File: src/rtl/sensor_condicionador_if.sv
// Pin bundle between the board sensor contacts and the conditioning stage.
// The master side drives the raw contacts; the slave side returns the debounced levels and status.
interface sensor_condicionador_if;
    logic H_raw, M_raw, L_raw, Us_raw, Ua_raw, T_raw;
    logic H, M, L, Us, Ua, T;
    logic valid;
    logic changed;
    logic tick;

    modport master (
        output H_raw, M_raw, L_raw, Us_raw, Ua_raw, T_raw,
        input  H, M, L, Us, Ua, T, valid, changed, tick
    );

    modport slave (
        input  H_raw, M_raw, L_raw, Us_raw, Ua_raw, T_raw,
        output H, M, L, Us, Ua, T, valid, changed, tick
    );
endinterface

File: src/rtl/sensor_condicionador.sv
// Sensor conditioning: two-flop synchronizer, sample tick, startup priming and
// per-contact debounce. Vector order everywhere is {H,M,L,Us,Ua,T}.
module sensor_condicionador #(
    parameter int unsigned TICK_DIV = 50000,
    parameter int unsigned DEB_CNT  = 4
) (
    input  logic                   clock,
    input  logic                   Rst,
    sensor_condicionador_if.slave  bus
);

    localparam int unsigned NS = 6;
    localparam int unsigned TW = (TICK_DIV > 1) ? $clog2(TICK_DIV) : 1;
    localparam int unsigned CW = $clog2(DEB_CNT) + 1;

    typedef enum logic {PRIME, RUN} state_t;

    logic [NS-1:0]         raw;
    logic [NS-1:0]         sync1_q, s;
    logic [TW-1:0]         div_q, div_d;
    logic                  tick_q, tick_d;
    state_t                state_q, state_d;
    logic [CW-1:0]         run_q, run_d, run_inc;
    logic [NS-1:0]         snap_q, snap_d;
    logic [NS-1:0]         out_q, out_d;
    logic                  valid_q, valid_d;
    logic                  changed_q, changed_d;
    logic [NS-1:0][CW-1:0] cnt_q, cnt_d;

    assign raw = {bus.H_raw, bus.M_raw, bus.L_raw, bus.Us_raw, bus.Ua_raw, bus.T_raw};

    // Two-stage synchronizer; s is the sampled view of the contacts
    always_ff @(posedge clock or posedge Rst) begin
        if (Rst) begin
            sync1_q <= '0;
            s       <= '0;
        end else begin
            sync1_q <= raw;
            s       <= sync1_q;
        end
    end

    // tick is registered so it lines up with the cycle where div_q sits at TICK_DIV-1
    always_comb begin
        div_d  = (div_q == TW'(TICK_DIV - 1)) ? '0 : div_q + TW'(1);
        tick_d = (div_d == TW'(TICK_DIV - 1));
    end

    always_ff @(posedge clock or posedge Rst) begin
        if (Rst) begin
            div_q  <= '0;
            tick_q <= 1'b0;
        end else begin
            div_q  <= div_d;
            tick_q <= tick_d;
        end
    end

    always_ff @(posedge clock or posedge Rst) begin
        if (Rst) begin
            state_q   <= PRIME;
            run_q     <= '0;
            snap_q    <= '0;
            out_q     <= '0;
            valid_q   <= 1'b0;
            changed_q <= 1'b0;
            cnt_q     <= '0;
        end else begin
            state_q   <= state_d;
            run_q     <= run_d;
            snap_q    <= snap_d;
            out_q     <= out_d;
            valid_q   <= valid_d;
            changed_q <= changed_d;
            cnt_q     <= cnt_d;
        end
    end

    always_comb begin
        state_d   = state_q;
        run_d     = run_q;
        run_inc   = '0;
        snap_d    = snap_q;
        out_d     = out_q;
        valid_d   = valid_q;
        changed_d = 1'b0;
        cnt_d     = cnt_q;

        case (state_q)
            PRIME: begin
                // Wait for DEB_CNT identical consecutive samples of the whole set
                if (tick_q) begin
                    run_inc = (run_q == '0 || s == snap_q) ? run_q + CW'(1) : CW'(1);
                    snap_d  = s;
                    if (run_inc == CW'(DEB_CNT)) begin
                        out_d   = s;
                        valid_d = 1'b1;
                        run_d   = '0;
                        state_d = RUN;
                    end else begin
                        run_d = run_inc;
                    end
                end
            end
            RUN: begin
                if (tick_q) begin
                    for (int i = 0; i < NS; i++) begin
                        if (s[i] == out_q[i]) begin
                            cnt_d[i] = '0;
                        end else if (cnt_q[i] == CW'(DEB_CNT - 1)) begin
                            out_d[i]  = s[i];
                            cnt_d[i]  = '0;
                            changed_d = 1'b1;
                        end else begin
                            cnt_d[i] = cnt_q[i] + CW'(1);
                        end
                    end
                end
            end
            default: state_d = PRIME;
        endcase
    end

    assign {bus.H, bus.M, bus.L, bus.Us, bus.Ua, bus.T} = out_q;
    assign bus.valid   = valid_q;
    assign bus.changed = changed_q;
    assign bus.tick    = tick_q;

endmodule
File: src/flat_wrapper.sv
// flat-port wrapper written by rule: the top's interface ports become plain ports
module sensor_condicionador_flat 
#(
    parameter int unsigned TICK_DIV = 50000,
    parameter int unsigned DEB_CNT  = 4
)
  (clock, Rst, bus_H_raw, bus_M_raw, bus_L_raw, bus_Us_raw, bus_Ua_raw, bus_T_raw, bus_H, bus_M, bus_L, bus_Us, bus_Ua, bus_T, bus_valid, bus_changed, bus_tick);
  sensor_condicionador_if bus_i ();
  input  logic clock;
  input  logic Rst;
  input wire logic [$bits(bus_i.H_raw)-1:0] bus_H_raw;
  input wire logic [$bits(bus_i.M_raw)-1:0] bus_M_raw;
  input wire logic [$bits(bus_i.L_raw)-1:0] bus_L_raw;
  input wire logic [$bits(bus_i.Us_raw)-1:0] bus_Us_raw;
  input wire logic [$bits(bus_i.Ua_raw)-1:0] bus_Ua_raw;
  input wire logic [$bits(bus_i.T_raw)-1:0] bus_T_raw;
  output wire logic [$bits(bus_i.H)-1:0] bus_H;
  output wire logic [$bits(bus_i.M)-1:0] bus_M;
  output wire logic [$bits(bus_i.L)-1:0] bus_L;
  output wire logic [$bits(bus_i.Us)-1:0] bus_Us;
  output wire logic [$bits(bus_i.Ua)-1:0] bus_Ua;
  output wire logic [$bits(bus_i.T)-1:0] bus_T;
  output wire logic [$bits(bus_i.valid)-1:0] bus_valid;
  output wire logic [$bits(bus_i.changed)-1:0] bus_changed;
  output wire logic [$bits(bus_i.tick)-1:0] bus_tick;
  assign bus_i.H_raw = bus_H_raw;
  assign bus_i.M_raw = bus_M_raw;
  assign bus_i.L_raw = bus_L_raw;
  assign bus_i.Us_raw = bus_Us_raw;
  assign bus_i.Ua_raw = bus_Ua_raw;
  assign bus_i.T_raw = bus_T_raw;
  assign bus_H = bus_i.H;
  assign bus_M = bus_i.M;
  assign bus_L = bus_i.L;
  assign bus_Us = bus_i.Us;
  assign bus_Ua = bus_i.Ua;
  assign bus_T = bus_i.T;
  assign bus_valid = bus_i.valid;
  assign bus_changed = bus_i.changed;
  assign bus_tick = bus_i.tick;
  sensor_condicionador #(.TICK_DIV(TICK_DIV), .DEB_CNT(DEB_CNT)) u_core (.clock(clock), .Rst(Rst), .bus(bus_i));
endmodule
File: config.mk
export PLATFORM = sky130hd
export DESIGN_NAME = sensor_condicionador_flat
export DESIGN_NICKNAME = d
export VERILOG_FILES = /design/src/rtl/sensor_condicionador_if.sv /design/src/rtl/sensor_condicionador.sv /design/src/flat_wrapper.sv
export SDC_FILE = /design/constraint.sdc
export NUM_CORES = 1
export LEC_CHECK = 0
export ABC_AREA = 1
export BUFFER_PORTS_ARGS = -buffer_cell sky130_fd_sc_hd__buf_2
export CORE_MARGIN = 2
export CORE_UTILIZATION = 60
export CTS_CLUSTER_DIAMETER = 100
export CTS_CLUSTER_SIZE = 14
export DETAILED_ROUTE_END_ITERATION = 10
export GPL_ROUTABILITY_DRIVEN = 0
export PLACE_DENSITY = 0.88
export SYNTH_ARGS = -nofsm -noshare
export SYNTH_HDL_FRONTEND = slang
export SYNTH_SLANG_ARGS = --single-unit
File: constraint.sdc
create_clock -name clock -period 2.8 [get_ports clock]
set_input_delay 0.56 -clock clock [delete_from_list [all_inputs] [get_ports clock]]
set_output_delay 0.56 -clock clock [all_outputs]
set_load 0.05 [all_outputs]
After elaboration in Yosys (flattened, before gate mapping)

Index checks and enable logic that the tools add are counted.

Bits in registers: 65
Input port bits: 8
Output and inout port bits: 9
Word-level logic and storage cells: 124

Add/sub/neg operators: 8
Eq/ne operators: 31
Multiplexer cells: 52
Bitwise gates (word level): 1
Reduce and logical (&&, ||, !) cells: 11

Operators by type and width:

| cell                                                                   | number |
|---|---|
| 3-bit 2-to-1 mux                                                       | 14 |
| 1-bit 2-to-1 mux                                                       | 33 |
| 16-bit equality test (second input constant)                           | 2 |
| 5-bit AND reduction                                                    | 6 |
| 2-bit != test (second input constant)                                  | 12 |
| 3-bit by 1-bit adder with 3-bit output (second input constant)         | 7 |
| 3-bit by 2-bit equality test with 1-bit output (second input constant) | 6 |
| 6-bit 2-to-1 mux                                                       | 3 |
| 16-bit by 1-bit adder with 16-bit output (second input constant)       | 1 |
| 16-bit 2-to-1 mux                                                      | 1 |
| 6-bit one-hot mux with 2 select lines                                  | 1 |
| 1-bit equality test                                                    | 6 |
| 6-bit equality test                                                    | 1 |
| 2-bit by 1-bit != test with 1-bit output (second input constant)       | 3 |
| 2-bit AND reduction                                                    | 2 |
| 3-bit equality test (second input constant)                            | 1 |
| 3-bit zero test                                                        | 1 |
| 3-bit AND reduction                                                    | 1 |
| 1-bit logical OR                                                       | 1 |
| 1-bit inverter                                                         | 1 |

Depth between registers and ports, before layout

Gate-level depths: netlist of run 1.

Word-level depth: 19
Gate-level depth with buffers: 11
Gate-level depth less buffers: 11

Least setup slack after synthesis of run 1

No wires, ideal clock.

Path type: flip-flop to flip-flop
Start: reg u_core.tick_q, in the netlist u_core.bus.tick
End: reg u_core.out_q[0]
Setup time: 0.119 ns
Arrival: 1.431 ns
Data required time: 2.681 ns
Setup slack: 1.250 ns
Cell stages (with the launch flop): 8
Path buffers: 1
Period minus slack after synthesis: 1.550 ns
Cells stage by stage: dfrtp_1 -> nand2_2 -> clkinv_1 -> nand3_4 -> buf_6 -> nand2_1 -> nand2_1 -> nand2_1

Word-level cells in the longest chain between the ends: 2
Elaborated cells between the ends (all ways): 3
Classes of those cells: eq/ne: 2; reduce/logical: 1

Ends and longest elaborated chain:

| what                                               | line                       | text |
|---|---|---|
| start, declared                                    | sensor_condicionador.sv:21 | `logic tick_q, tick_d;` |
| start signal, assigned                             | sensor_condicionador.sv:55 | `tick_q <= tick_d;` |
| 2-bit by 1-bit != test with 1-bit output (no line) | --                         |  |
| 5-bit AND reduction (no line) *                    | --                         |  |
| end signal, assigned                               | sensor_condicionador.sv:72 | `out_q <= out_d;` |
| end, declared                                      | sensor_condicionador.sv:25 | `logic [NS-1:0] out_q, out_d;` |

Every way passes the cells marked *; elsewhere a longest branch is shown, timed or not.
A chain may end at the register's enable or synchronous reset.

Worst setup path after layout of run 1

Start: reg u_core.tick_q, in the netlist u_core.bus.tick
End: reg u_core.out_q[5]

Same word-level chain as after synthesis.

==> results of run 1 <==
-- final timing paths --
check                                                 start                           end  depth (start not counted)
min in group clock                                bus_T_raw   u_core.sync1_q[0]$_DFF_PP0_                          1
worst max-delay path              u_core.bus.tick$_DFF_PP0_   u_core.out_q[5]$_DFFE_PP0P_                          6
worst min register to register  u_core.sync1_q[0]$_DFF_PP0_         u_core.s[0]$_DFF_PP0_                          0
max in group asynchronous                               Rst  u_core.snap_q[1]$_DFFE_PP0P_                          3
worst min-delay path                                    Rst    u_core.div_q[12]$_DFF_PP0_                          2
worst max register to register    u_core.bus.tick$_DFF_PP0_   u_core.out_q[5]$_DFFE_PP0P_                          6
-- sequential cells by signal, summed over array words and instances, names as in the netlist --
signal / flops
u_core.run_q: 3
u_core.sync1_q: 6
u_core.snap_q: 6
u_core.bus.tick: 1
u_core.div_q: 16
u_core.bus.changed: 1
u_core.bus.valid: 1
u_core.cnt_q: 18
u_core.s: 6
u_core.state_q: 1
u_core.out_q: 6
-- cells in the final DEF, fill, tap and decap left out, drive strengths merged --
cell type,synthesis,layout
nor3,3,3
nor2,48,48
and3,2,2
o21bai,1,1
nand4,5,5
nand3,27,27
and2,1,1
o21ai,6,6
bufinv,0,3
xnor2,3,3
nand2,103,103
or2,3,3
inv,42,42
a21boi,6,6
a22o,1,1
dfrtp,65,65
clkbuf,2,11
a32o,6,6
xor2,9,9
o22ai,1,1
ha,10,10
a21oi,16,16
buf,1,18
clkinv,3,5
-- report_power, final --
group | internal [mW] | total, mW | switching [mW]
Sequential | 0.948 | 0.956 | 0.00876
Clock | 0.592 | 0.940 | 0.348
Combinational | 0.0108 | 0.0392 | 0.0284
-- worst max-delay path, cell delays in order, from the launching register on --
cell and delay [ps]:
dfrtp_1 430, nand2_1 360, clkinv_1 500, nand3_1 300, nand2_1 80, nand2_1 60
nand2_1 50
-- metal layers --
layer,part of all wire [%],vias up
li1,-,1217
met1,43,1167
met2,51,69
met3,4.9,8
met4,1.1,0
met5,0,-
-- through the flow --
| step | power, mW | cells | cell area [µm²] | worst slack, ps |
|---|---|---|---|---|
| final | 1.94 | 465 | 3540 | 911 |
| after global routing | 2.01 | 465 | 3540 | 668 |
| after CTS | 1.95 | 465 | 3540 | 915 |
| after detailed placement | 1.01 | 449 | 3310 | 951 |
| after global placement | 1.01 | 449 | 3310 | 1020 |
| after floorplan | 0.996 | 364 | 3140 | 614 |
-- logic make-up after synthesis --
family,after synthesis
DFF,65
AOI/OAI and AO/OA,37
adders and majority gates,10
and+or+nand+nor,192
xor gates and xnor gates,12
buffers and inverters,48
-- area by class of cell --
class | count | area [µm²] | area share, %
inverter | 45 | 169 | 4.77
clock inverter | 5 | 104 | 2.93
tap | 70 | 87.6 | 2.47
clock buffer | 11 | 131 | 3.71
timing repair buffer | 18 | 95.1 | 2.68
sequential | 65 | 1630 | 45.9
multi-input combinational | 251 | 1330 | 37.5
==> out/results.txt, run 1 <==
status -> complete, no violations
final setup vio count -> 0
H-tree depth -> 3
TritonCTS Sinks -> 65
die width -> 76.4 µm
site row count -> 26
core area -> 5070 µm²
Worst-Margin Slew -> 458 ps
routing usage on met2 -> 38.8%
synth warn -> 0
proportion of synthesized area in mux cells -> 0%
Final period util -> 67.5%
critical path type -> reg -> reg
drt total wl -> 6120 µm
Num CTS Buffers -> 9
# nets final -> 408
CTS clock-pin slew for the worst setup and hold paths -> 70 ps
RSZ-0062 raised after global routing -> false
grt ovf -> 0
ANT cells -> 0
global-route wire length before repair -> 10600 µm
I/O Pins -> 17
CP required -> 3030 ps
pwr dens -> 546 nW/µm²
Synth Area in Adders -> 3.98%
Max-Cap Viols -> 0
DRC errors left -> 0
largest net degree at the start of global routing -> 33
WP data arrival -> 2120 ps
final setup TNS -> 0 ps
Critical Path Source Type -> flip-flop
max-slew violations -> 0
Final Hold Viols -> 0
worst hold margin -> 130 ps
main combinational cell family by area after synthesis -> simple AND/OR/NAND/NOR gates
Syn Std Cell Area -> 3140 µm²
Post-Synth XOR/XNOR Area -> 3.34%
leak pwr -> 1.88 nW
number of flops mapped to enable cells by yosys -> 0
share of cells above drive strength 1 -> 13.7%
gr busiest metal -> met2
crit path max fanout -> 18
Area contributors post-synth -> dfrtp_1 (52%), nand2_1 (12%), inv_1 (4.8%), nor2_1 (4.8%), ha_1 (4.0%)
average cell area after synthesis -> 8.64 µm²
Setup Skew -> 8.91 ps
DR pass1 iterations -> 4
synth cell count leaders -> nand2_1 (97), dfrtp_1 (65), inv_1 (40), nor2_1 (40), nand3_1 (25)
prevailing post-synth register cell -> dfrtp_1
Rel. slew slack -> 69.3%
via count -> 2461
Fill cells -> 372
compound-gate portion of the synthesized area -> 7.68%
CTS Root Cell -> clkbuf_8
maximum vdd drop -> 0.000335 V
worst min path class -> in -> async
clk_lat worst skew -> 340 ps
Post-CTS Setup Bufs -> 0
vias in the first global route -> 2350
Clock Tree Buf Depth -> 2
cts repair resizes -> 0
initial antenna violation count -> 0
post-DR vias/cell -> 5.29
FF+latch count, synth -> 65
Synth Area in Simple Gates -> 27.3%
initial drt markers -> 168
grt met3 use -> 6.99%
Final Util -> 69.8%
CTS tree -> done
GRT Total Usage -> 22.9%
Yosys top cell by area -> dfrtp_1
Worst Setup End Kind -> flip-flop
die area -> 5840 µm²
port bufs -> 16
Final min period -> 1890 ps
CTS Hold Bufs -> 0
Avg WL per Cell -> 13.2 µm
ys async rst share -> 100%
HPWL Detailed -> 4380 µm
share of the synthesized area in the top cell type -> 51.7%
post-route ant nets -> 0
Mapped Cells -> 364
register area share after synthesis -> 51.7%
Fmax -> 529 MHz
R2R setup slack -> 910 ps
Initial Util -> 62.0%
Netlist cell types -> 34
Die Height -> 76.4 µm
synth-to-layout area growth -> 12.7%
met1 Track Usage GR -> 28.1%
most common cell in the netlist -> nand2_1
Net Count, Synth -> 382
Power figures use the tool's default switching activity.
==> run 2, diff against run 1 <==
- CORE_UTILIZATION: 60 -> 54
- PLACE_DENSITY: 0.88 -> 0.85
- clock period: 2.8 -> 1.7 ns (I/O delays scaled with it)
==> run 2 against run 1 <==
Compared with the run above: design area grew 2.0%; register-to-register slack got worse by 800 ps; critical endpoint is now u_core.out_q[4]$_DFFE_PP0P_; utilization down 5.0 points; maximum frequency rose by 19%; global-route usage down 0.91 points; sequential cell count unchanged.
==> out/results.txt, run 2 (synthesis results as in run 1) <==
CTS clock-pin slew for the worst setup and hold paths -> 70 ps
leak pwr -> 1.91 nW
clock share of power -> 44.0%
TritonCTS Sinks -> 65
status -> complete, no violations
biggest regs -> u_core.cnt_q (18), u_core.div_q (16)
Initial Util -> 56.4%
global-route wire length before repair -> 10700 µm
GRT Total Usage -> 22.0%
RSZ-0062 raised after global routing -> false
Rel. slew slack -> 70.7%
via count -> 2482
sequential share of power -> 53.4%
post-DR vias/cell -> 5.24
core area -> 5570 µm²
I/O Pins -> 17
Clock Tree Buf Depth -> 2
grt ovf -> 0
commonest non-fill, non-tap cells in the layout -> nand2_1 (97), dfrtp_1 (64), nor2_1 (40)
Final Util -> 64.9%
site row count -> 27
cell count after placement -> 457
HPWL Detailed -> 4470 µm
max-slew violations -> 0
# nets final -> 416
CP top delay family -> simple AND/OR/NAND/NOR gates
post-route insts no fill -> 474
Die Height -> 80.3 µm
final setup TNS -> 0 ps
share of cells above drive strength 1 -> 15.9%
Avg WL per Cell -> 13.1 µm
clk_lat worst skew -> 340 ps
pwr dens -> 814 nW/µm²
vias in the first global route -> 2474
ANT cells -> 0
Final period util -> 93.6%
initial antenna violation count -> 0
CTS Root Cell -> clkbuf_8
Num CTS Buffers -> 9
Psw -> 613 µW
worst min path class -> in -> reg
worst path cell trace -> inv_1 > ha_1 > nor3_2 > nand3_4 > nand3_1 > nand2_1
switching share of power -> 20.8%
most flop-heavy register -> u_core.cnt_q
max reg flops -> 18
H-tree depth -> 3
Critical Path Source Type -> flip-flop
Logic pwr share -> 2.5%
Fmax -> 629 MHz
CTS tree -> done
crit path max-delay cell type -> dfrtp_1
port bufs -> 16
CP required -> 1940 ps
initial drt markers -> 227
most common cell after layout, fill and taps aside -> nand2_1
Worst Setup End Kind -> flip-flop
Setup Skew -> 8.17 ps
post-route ant nets -> 0
Final Hold Viols -> 0
DRC errors left -> 0
CP Buf/Inv Count -> 1
die width -> 80.3 µm
synth-to-layout area growth -> 15.0%
final setup vio count -> 0
critical path type -> reg -> reg
Worst-Margin Slew -> 437 ps
DR pass1 iterations -> 5
Max-Cap Viols -> 0
WP data arrival -> 1830 ps
crit path max fanout -> 13
maximum vdd drop -> 0.000549 V
drt total wl -> 6210 µm
CP max stage delay -> 390 ps
Final min period -> 1590 ps
die area -> 6450 µm²
internal power -> 2.33 mW
largest net degree at the start of global routing -> 51
run 2: cell count changes in the layout (fill, tap and decap cells not counted), sizes merged:
cell	delta
dlygate4sd3	+1
bufinv	-2
buf	+7
inv	-1
clkinvlp	+1
clkbuf	+1
run 2: path summary, 6_finish.rpt:
check / start / endpoint / slack, ps / cells past startpoint
worst min-delay path: bus_L_raw / u_core.sync1_q[3]$_DFF_PP0_ / 100 / 1
max in group asynchronous: Rst / u_core.snap_q[4]$_DFFE_PP0P_ / 620 / 4
worst min register to register: u_core.sync1_q[5]$_DFF_PP0_ / u_core.s[5]$_DFF_PP0_ / 350 / 0
worst max register to register: u_core.run_q[0]$_DFFE_PP0P_ / u_core.out_q[4]$_DFFE_PP0P_ / 110 / 6
worst max-delay path: u_core.run_q[0]$_DFFE_PP0P_ / u_core.out_q[4]$_DFFE_PP0P_ / 110 / 6
min in group asynchronous: Rst / u_core.div_q[10]$_DFF_PP0_ / 520 / 3
run 2: through the flow:
step | worst slack, ps | hold WS (ps) | power, mW | cell area, µm²
floorplan | 150 | 331 | 1.64 | 3150
global placement | 205 | 332 | 1.67 | 3370
detailed placement | 101 | 340 | 1.68 | 3370
CTS | 73.5 | 92.5 | 2.97 | 3580
global route | 1.30 | 81.9 | 3.07 | 3620
finish | 109 | 101 | 2.94 | 3620
run 2: power groups by stage:
| stage | combinational (mW) | clock [mW] | sequential [mW] |
|---|---|---|---|
| final | 0.0746 | 1.30 | 1.57 |
| after floorplan | 0.0425 | 0 | 1.60 |
| after detailed placement | 0.0755 | 0 | 1.60 |
| after global routing | 0.0864 | 1.41 | 1.57 |
| after global placement | 0.0732 | 0 | 1.60 |
| after CTS | 0.0771 | 1.32 | 1.57 |
run 2: layout make-up:
class,instances,area [µm²]
clock inverter,3,40.0
inverter,45,173
sequential,65,1630
timing repair buffer,26,170
multi-input combinational,251,1360
fill,426,1960
clock buffer,12,155
tap,72,90.1
run 2: routing by layer:
metal | share of wire, % | GRT usage, %
met3 | 5.2 | 6.74
met1 | 42 | 25.5
met2 | 51 | 37.2
met4 | 2.0 | 10.3
met5 | 0 | 0
run 2: timing repair:
| item | 4_1_cts | 5_1_grt |
|---|---|---|
| gates resized for setup | 0 | 6 |
| buffers inserted | 0 | 1 |
| hold endpoints to repair | 15 | 0 |
| hold buffers | 1 | 0 |
| endpoints found under the setup margin | 0 | 1 |
run 2: worst reg2reg max path: cells and delay by family (launching register included):
kind | cells | cell delay (ps)
and+or+nand+nor | 4 | 660
buffers and inverters | 1 | 100
DFF | 1 | 390
adders and majority gates | 1 | 340
